<file path="config.mk">
export PLATFORM = sky130hd
export DESIGN_NAME = cpc_lowrom_pager_flat
export DESIGN_NICKNAME = d
export VERILOG_FILES = /design/src/rtl/cpc_lowrom_pager_if.sv /design/src/rtl/cpc_lowrom_pager.sv /design/src/flat_wrapper.sv
export SDC_FILE = /design/constraint.sdc
export NUM_CORES = 1
export LEC_CHECK = 0
export CAP_MARGIN = 10
export CORE_AREA = 2 2 39 41
export DETAILED_ROUTE_END_ITERATION = 10
export DIE_AREA = 0 0 41 43
export PLACE_DENSITY = 0.81
export SLEW_MARGIN = 30
export SYNTH_ARGS = -nofsm -noshare
export SYNTH_HDL_FRONTEND = slang
export SYNTH_SLANG_ARGS = --single-unit
</file>
<file path="constraint.sdc">
create_clock -name CLK -period 1.49 [get_ports CLK]
set_clock_uncertainty 0.15 [all_clocks]
set_input_delay 0.149 -clock CLK [delete_from_list [all_inputs] [get_ports CLK]]
set_output_delay 0.149 -clock CLK [all_outputs]
set_load 0.03 [all_outputs]
</file>
<file path="src/rtl/cpc_lowrom_pager_if.sv">
// CPC low-ROM pager bus bundle.
// Z80 strobes and jumper in, ROM select/enable/bank out.
interface cpc_lowrom_pager_if #(
  parameter int BANK_BITS = 2
);
  logic [15:0]          A;
  logic [7:0]           D;
  logic                 MREQ_B;
  logic                 IOREQ_B;
  logic                 WR_B;
  logic                 ROMEN_B;
  logic                 disable_j;
  logic                 romcs_b;
  logic                 ROMDIS;
  logic                 rom_we_b;
  logic [BANK_BITS-1:0] rom_bank;

  modport master (
    output A, D, MREQ_B, IOREQ_B, WR_B,
    output ROMEN_B, disable_j,
    input  romcs_b, ROMDIS, rom_we_b, rom_bank
  );

  modport slave (
    input  A, D, MREQ_B, IOREQ_B, WR_B,
    input  ROMEN_B, disable_j,
    output romcs_b, ROMDIS, rom_we_b, rom_bank
  );
endinterface

</file>
<file path="src/rtl/cpc_lowrom_pager.sv">
// CPC low-ROM pager: I/O-mapped bank/enable register.
// Replaces the internal low ROM with a paged flash.
module cpc_lowrom_pager #(
  parameter int       NUM_BANKS = 4,
  parameter bit [7:0] PORT_HI   = 8'hFC,
  parameter bit       RESET_EN  = 1'b1
) (
  input logic CLK,
  input logic RESET_B,
  cpc_lowrom_pager_if.slave bus
);
  localparam int BANK_BITS =
    (NUM_BANKS > 1) ? $clog2(NUM_BANKS) : 1;

  logic                 q;
  logic                 q1;
  logic                 q2;
  logic                 wp;
  logic                 en;
  logic                 we;
  logic                 lock;
  logic [BANK_BITS-1:0] bank;
  logic                 low;
  logic                 dis;
  logic                 unused_bits;

  assign dis = bus.disable_j;
  assign low = !bus.A[15] && !bus.A[14];

  // I/O write to the control port, A[7:1] ignored
  assign q = !bus.IOREQ_B && !bus.WR_B &&
             (bus.A[15:8] == PORT_HI) && !bus.A[0];

  // one pulse per strobe, however long it is held
  assign wp = q1 && !q2;

  assign unused_bits = ^{bus.A[7:1], bus.D};

  // strobe synchroniser / edge history
  always_ff @(posedge CLK or negedge RESET_B) begin
    if (!RESET_B) begin
      q1 <= 1'b0;
      q2 <= 1'b0;
    end else begin
      q1 <= q;
      q2 <= q1;
    end
  end

  // control register; frozen once lock is set
  always_ff @(posedge CLK or negedge RESET_B) begin
    if (!RESET_B) begin
      en   <= RESET_EN;
      we   <= 1'b0;
      lock <= 1'b0;
      bank <= '0;
    end else if (wp && !lock) begin
      en   <= bus.D[7];
      we   <= bus.D[6];
      lock <= bus.D[5];
      bank <= bus.D[BANK_BITS-1:0];
    end
  end

  // ROM decode; jumper forces everything off
  always_comb begin
    bus.romcs_b  = bus.ROMEN_B || !low || !en || dis;
    bus.ROMDIS   = low && en && !dis;
    bus.rom_we_b = bus.MREQ_B || bus.WR_B || !low ||
                   !we || !en || lock || dis;
    bus.rom_bank = bank;
  end
endmodule

</file>
<file path="src/flat_wrapper.sv">
// flat-port wrapper written by rule: the top's interface ports become plain ports
module cpc_lowrom_pager_flat 
#(
  parameter int       NUM_BANKS = 4,
  parameter bit [7:0] PORT_HI   = 8'hFC,
  parameter bit       RESET_EN  = 1'b1
)
  (CLK, RESET_B, bus_A, bus_D, bus_MREQ_B, bus_IOREQ_B, bus_WR_B, bus_ROMEN_B, bus_disable_j, bus_romcs_b, bus_ROMDIS, bus_rom_we_b, bus_rom_bank);
  cpc_lowrom_pager_if #(.BANK_BITS(2)) bus_i ();
  input logic CLK;
  input logic RESET_B;
  input wire logic [$bits(bus_i.A)-1:0] bus_A;
  input wire logic [$bits(bus_i.D)-1:0] bus_D;
  input wire logic [$bits(bus_i.MREQ_B)-1:0] bus_MREQ_B;
  input wire logic [$bits(bus_i.IOREQ_B)-1:0] bus_IOREQ_B;
  input wire logic [$bits(bus_i.WR_B)-1:0] bus_WR_B;
  input wire logic [$bits(bus_i.ROMEN_B)-1:0] bus_ROMEN_B;
  input wire logic [$bits(bus_i.disable_j)-1:0] bus_disable_j;
  output wire logic [$bits(bus_i.romcs_b)-1:0] bus_romcs_b;
  output wire logic [$bits(bus_i.ROMDIS)-1:0] bus_ROMDIS;
  output wire logic [$bits(bus_i.rom_we_b)-1:0] bus_rom_we_b;
  output wire logic [$bits(bus_i.rom_bank)-1:0] bus_rom_bank;
  assign bus_i.A = bus_A;
  assign bus_i.D = bus_D;
  assign bus_i.MREQ_B = bus_MREQ_B;
  assign bus_i.IOREQ_B = bus_IOREQ_B;
  assign bus_i.WR_B = bus_WR_B;
  assign bus_i.ROMEN_B = bus_ROMEN_B;
  assign bus_i.disable_j = bus_disable_j;
  assign bus_romcs_b = bus_i.romcs_b;
  assign bus_ROMDIS = bus_i.ROMDIS;
  assign bus_rom_we_b = bus_i.rom_we_b;
  assign bus_rom_bank = bus_i.rom_bank;
  cpc_lowrom_pager #(.NUM_BANKS(NUM_BANKS), .PORT_HI(PORT_HI), .RESET_EN(RESET_EN)) u_core (.CLK(CLK), .RESET_B(RESET_B), .bus(bus_i));
endmodule
</file>
==> flow_summary.json <==
{
  "outcome": "finished with violations",
  "violations": "negative hold slack, negative setup slack",
  "cts_hold_buf": 0,
  "final.min_clock_period_ps": 1645,
  "crit_chain": "nor4b_4 > buf_4 > nand2_2 > buf_6",
  "route.vias.total": 309,
  "fin_area_um2": 666.9,
  "avgSynthCellArea_um2": 14.10,
  "synthMuxAreaShare_pct": 14.52,
  "final_hold_viol_count": 4,
  "start_util_pct": 22.42,
  "grt_start_max_net_pins": 8,
  "grt_pass1_vias": 359,
  "worst_hold_path_type": "in2async",
  "setup_ws_ps": -155.1,
  "crit_path_end_kind": "primary output",
  "synth_seq_cells": 7,
  "yosys.area_share.simple_pct": 24.60,
  "yosys.area_share.xor_xnor_pct": 0,
  "ioPinCount": 36,
  "die-area_mm2": 0.001763,
  "rsz0062_at_grt": "true",
  "syn2layout_area_growth_pct": 114.9,
  "synth_ff_type": "dfrtp_1",
  "setup_viol": 3,
  "synth.distinct_cells": 13,
  "p_per_area_mw_per_mm2": 647.1,
  "synth_area_um2": 310.3,
  "tns_ps": -386.6,
  "fin_nets": 87,
  "cts.reportedPaths.clkPinSlew_ps": 50,
  "arrival_ps": 1350,
  "drv_slew": 0,
  "fmax_ghz": 0.6079,
  "cp_top_family": "flip-flops",
  "fillCellCount": 138,
  "worstSkewPairLatency_ps": 250,
  "worst_pin_slew_ps": 365.2,
  "placed_area_um2": 613.1,
  "combPwrFrac_pct": 16.3,
  "cts_max_path_buffers": 2,
  "p_switching_w": 0.00008368,
  "grt_use_total_pct": 12.46,
  "synth_top_cell_by_area": "dfrtp_1",
  "ys_warn_count": 0,
  "relSlewSlack_pct": 75.31,
  "critPathBufInv": 2,
  "dp_slack_ps": -521.0,
  "path_max_fanout": 2,
  "grt_pass1_wl_um": 1345,
  "cts_root_buf": "clkbuf_4",
  "synth_area_leaders": "dfrtp_1, mux2_2, dfstp_2",
  "switching_share_pct": 19.39,
  "whs_ps": -0.7236,
  "wl_um": 772,
  "p_leak_nw": 0.2937,
  "placedCellCount": 65,
  "netlist.area_leader.share_pct": 48.39,
  "drt.antenna.violating_nets": 0,
  "numPortBuffers": 25,
  "p_seq_share_pct": 44.9,
  "routed_via_density": 4.352,
  "synth.most_common_cell": "dfrtp_1",
  "async_flop_share_pct": 100.0,
  "synth_top_family_by_area": "simple AND/OR/NAND/NOR gates",
  "diodes": 0,
  "clock_sinks": 7,
  "std_cell_rows": 14,
  "drt_iter0_markers": 1,
  "p_clk_share_pct": 38.8,
  "ir_drop_mv": 0.2538,
  "dr.pass1.iters": 2,
  "cts.htree.levels": 1,
  "synthTopCellsByCount": "dfrtp_1, mux2_2, nor4b_1",
  "gp_congestion": 0.6581,
  "synth_edf_count": 0,
  "drive_gt1_share_pct": 38.18,
  "start_kind": "flop",
  "cts_tree": "built",
  "ys_seq_area_share_pct": 56.85,
  "dp_hpwl_um": 632.5,
  "grt-ovfl-total": 0,
  "die_h_um": 43,
  "maxCapViolCount": 0,
  "coreArea_mm2": 0.001384,
  "worstPathRequired_ps": 1190,
  "finalNonFillerCells": 71,
  "numCtsBuffers": 3,
  "die_x_um": 41,
  "crit_path_top_delay_cell": "dfstp_2",
  "synth_fa_ha_area_share_pct": 0,
  "worst-setup-path-type": "reg2out",
  "syn-num-nets": 53,
  "wl_per_cell_um": 10.87,
  "synth-compound-area-share_pct": 2.823,
  "synthCells": 22,
  "drc_errors": 0,
  "cp_slowest_stage_delay_ps": 520,
  "internal_power_w": 0.0003479,
  "antenna_found_initial": 0,
  "fin_crit_sh_pct": 110.4
}
## routing by layer
| metal | track usage [%] | part of all wire, % | up-vias |
|---|---|---|---|
| li1 | - | - | 148 |
| met1 | 11.26 | 33 | 137 |
| met2 | 18.75 | 53 | 24 |
| met3 | 7.330 | 13 | 0 |
| met4 | 10.00 | 0 | 0 |
| met5 | 0 | 0 | - |
## flip-flops by register name (all words and copies together) (netlist names)
| signal | count |
|---|---|
| u_core.we | 1 |
| u_core.lock | 1 |
| u_core.q1 | 1 |
| u_core.bus.rom_bank | 2 |
| u_core.en | 1 |
| u_core.q2 | 1 |
## timing repair
item / in CTS / in global routing
resized for setup: 17 / 2
endpoints found under the setup margin: 5 / 4
pin swaps: 0 / 1
setup buffers: 2 / 1
## cell type report
| class | instances | area, µm² | area share [%] |
|---|---|---|---|
| timing repair buffer | 29 | 281.5 | 42.21 |
| clock buffer | 4 | 26.28 | 3.940 |
| multi-input combinational | 14 | 158.9 | 23.83 |
| tap | 16 | 20.02 | 3.002 |
| inverter | 1 | 3.754 | 0.5629 |
| sequential | 7 | 176.4 | 26.45 |
## layout by cell type (no fill, tap or decap), types with 2 or more instances in the layout
cell type,instances
clkdlybuf4s50_1,20
buf_6,3
clkbuf_4,3
dlygate4sd2_1,2
buf_4,4
dfrtp_1,6
mux2_2,3
## power groups by stage
stage | Combinational [W] | Clock, W | Sequential (W)
2_1_floorplan | 0.00000686 | 0 | 0.000198
4_1_cts | 0.0000708 | 0.000177 | 0.000194
3_5_place_dp | 0.0000701 | 0 | 0.000197
6_report | 0.0000702 | 0.000167 | 0.000194
3_3_place_gp | 0.0000691 | 0 | 0.000197
5_1_grt | 0.0000760 | 0.000199 | 0.000194
## cell families (layout without fill, tap and decap cells)
kind of cell,after synthesis,count (layout)
simple gates,9,9
flops,7,7
mux,4,4
compound gates,1,1
buf+inv,1,34
## metrics by stage
step	power, W	hold WS (ps)	utilization (%)
3_5_place_dp	0.0002671	235.1	44.30
3_3_place_gp	0.0002659	230.7	44.30
5_1_grt	0.0004692	11.38	48.19
6_report	0.0004315	-0.7236	48.19
2_1_floorplan	0.0002053	-296.6	-
4_1_cts	0.0004419	5.515	47.65
## path summary, 6_finish.rpt
kind / from / to / slack, ps / depth (start not counted)
setup reg to reg: u_core.lock$_DFFE_PN0P_ / u_core.bus.rom_bank[1]$_DFFE_PN0P_ / 80 / 4
hold reg to reg: u_core.q1$_DFF_PN0_ / u_core.q2$_DFF_PN0_ / 250 / 0
hold / removal: RESET_B / u_core.lock$_DFFE_PN0P_ / -0.7 / 1
min in group CLK: u_core.q1$_DFF_PN0_ / u_core.q2$_DFF_PN0_ / 250 / 0
max in group asynchronous: RESET_B / u_core.en$_DFFE_PN1P_ / 910 / 1
setup / recovery: u_core.en$_DFFE_PN1P_ / bus_rom_we_b / -160 / 4
(Power assumes the default switching activity.)
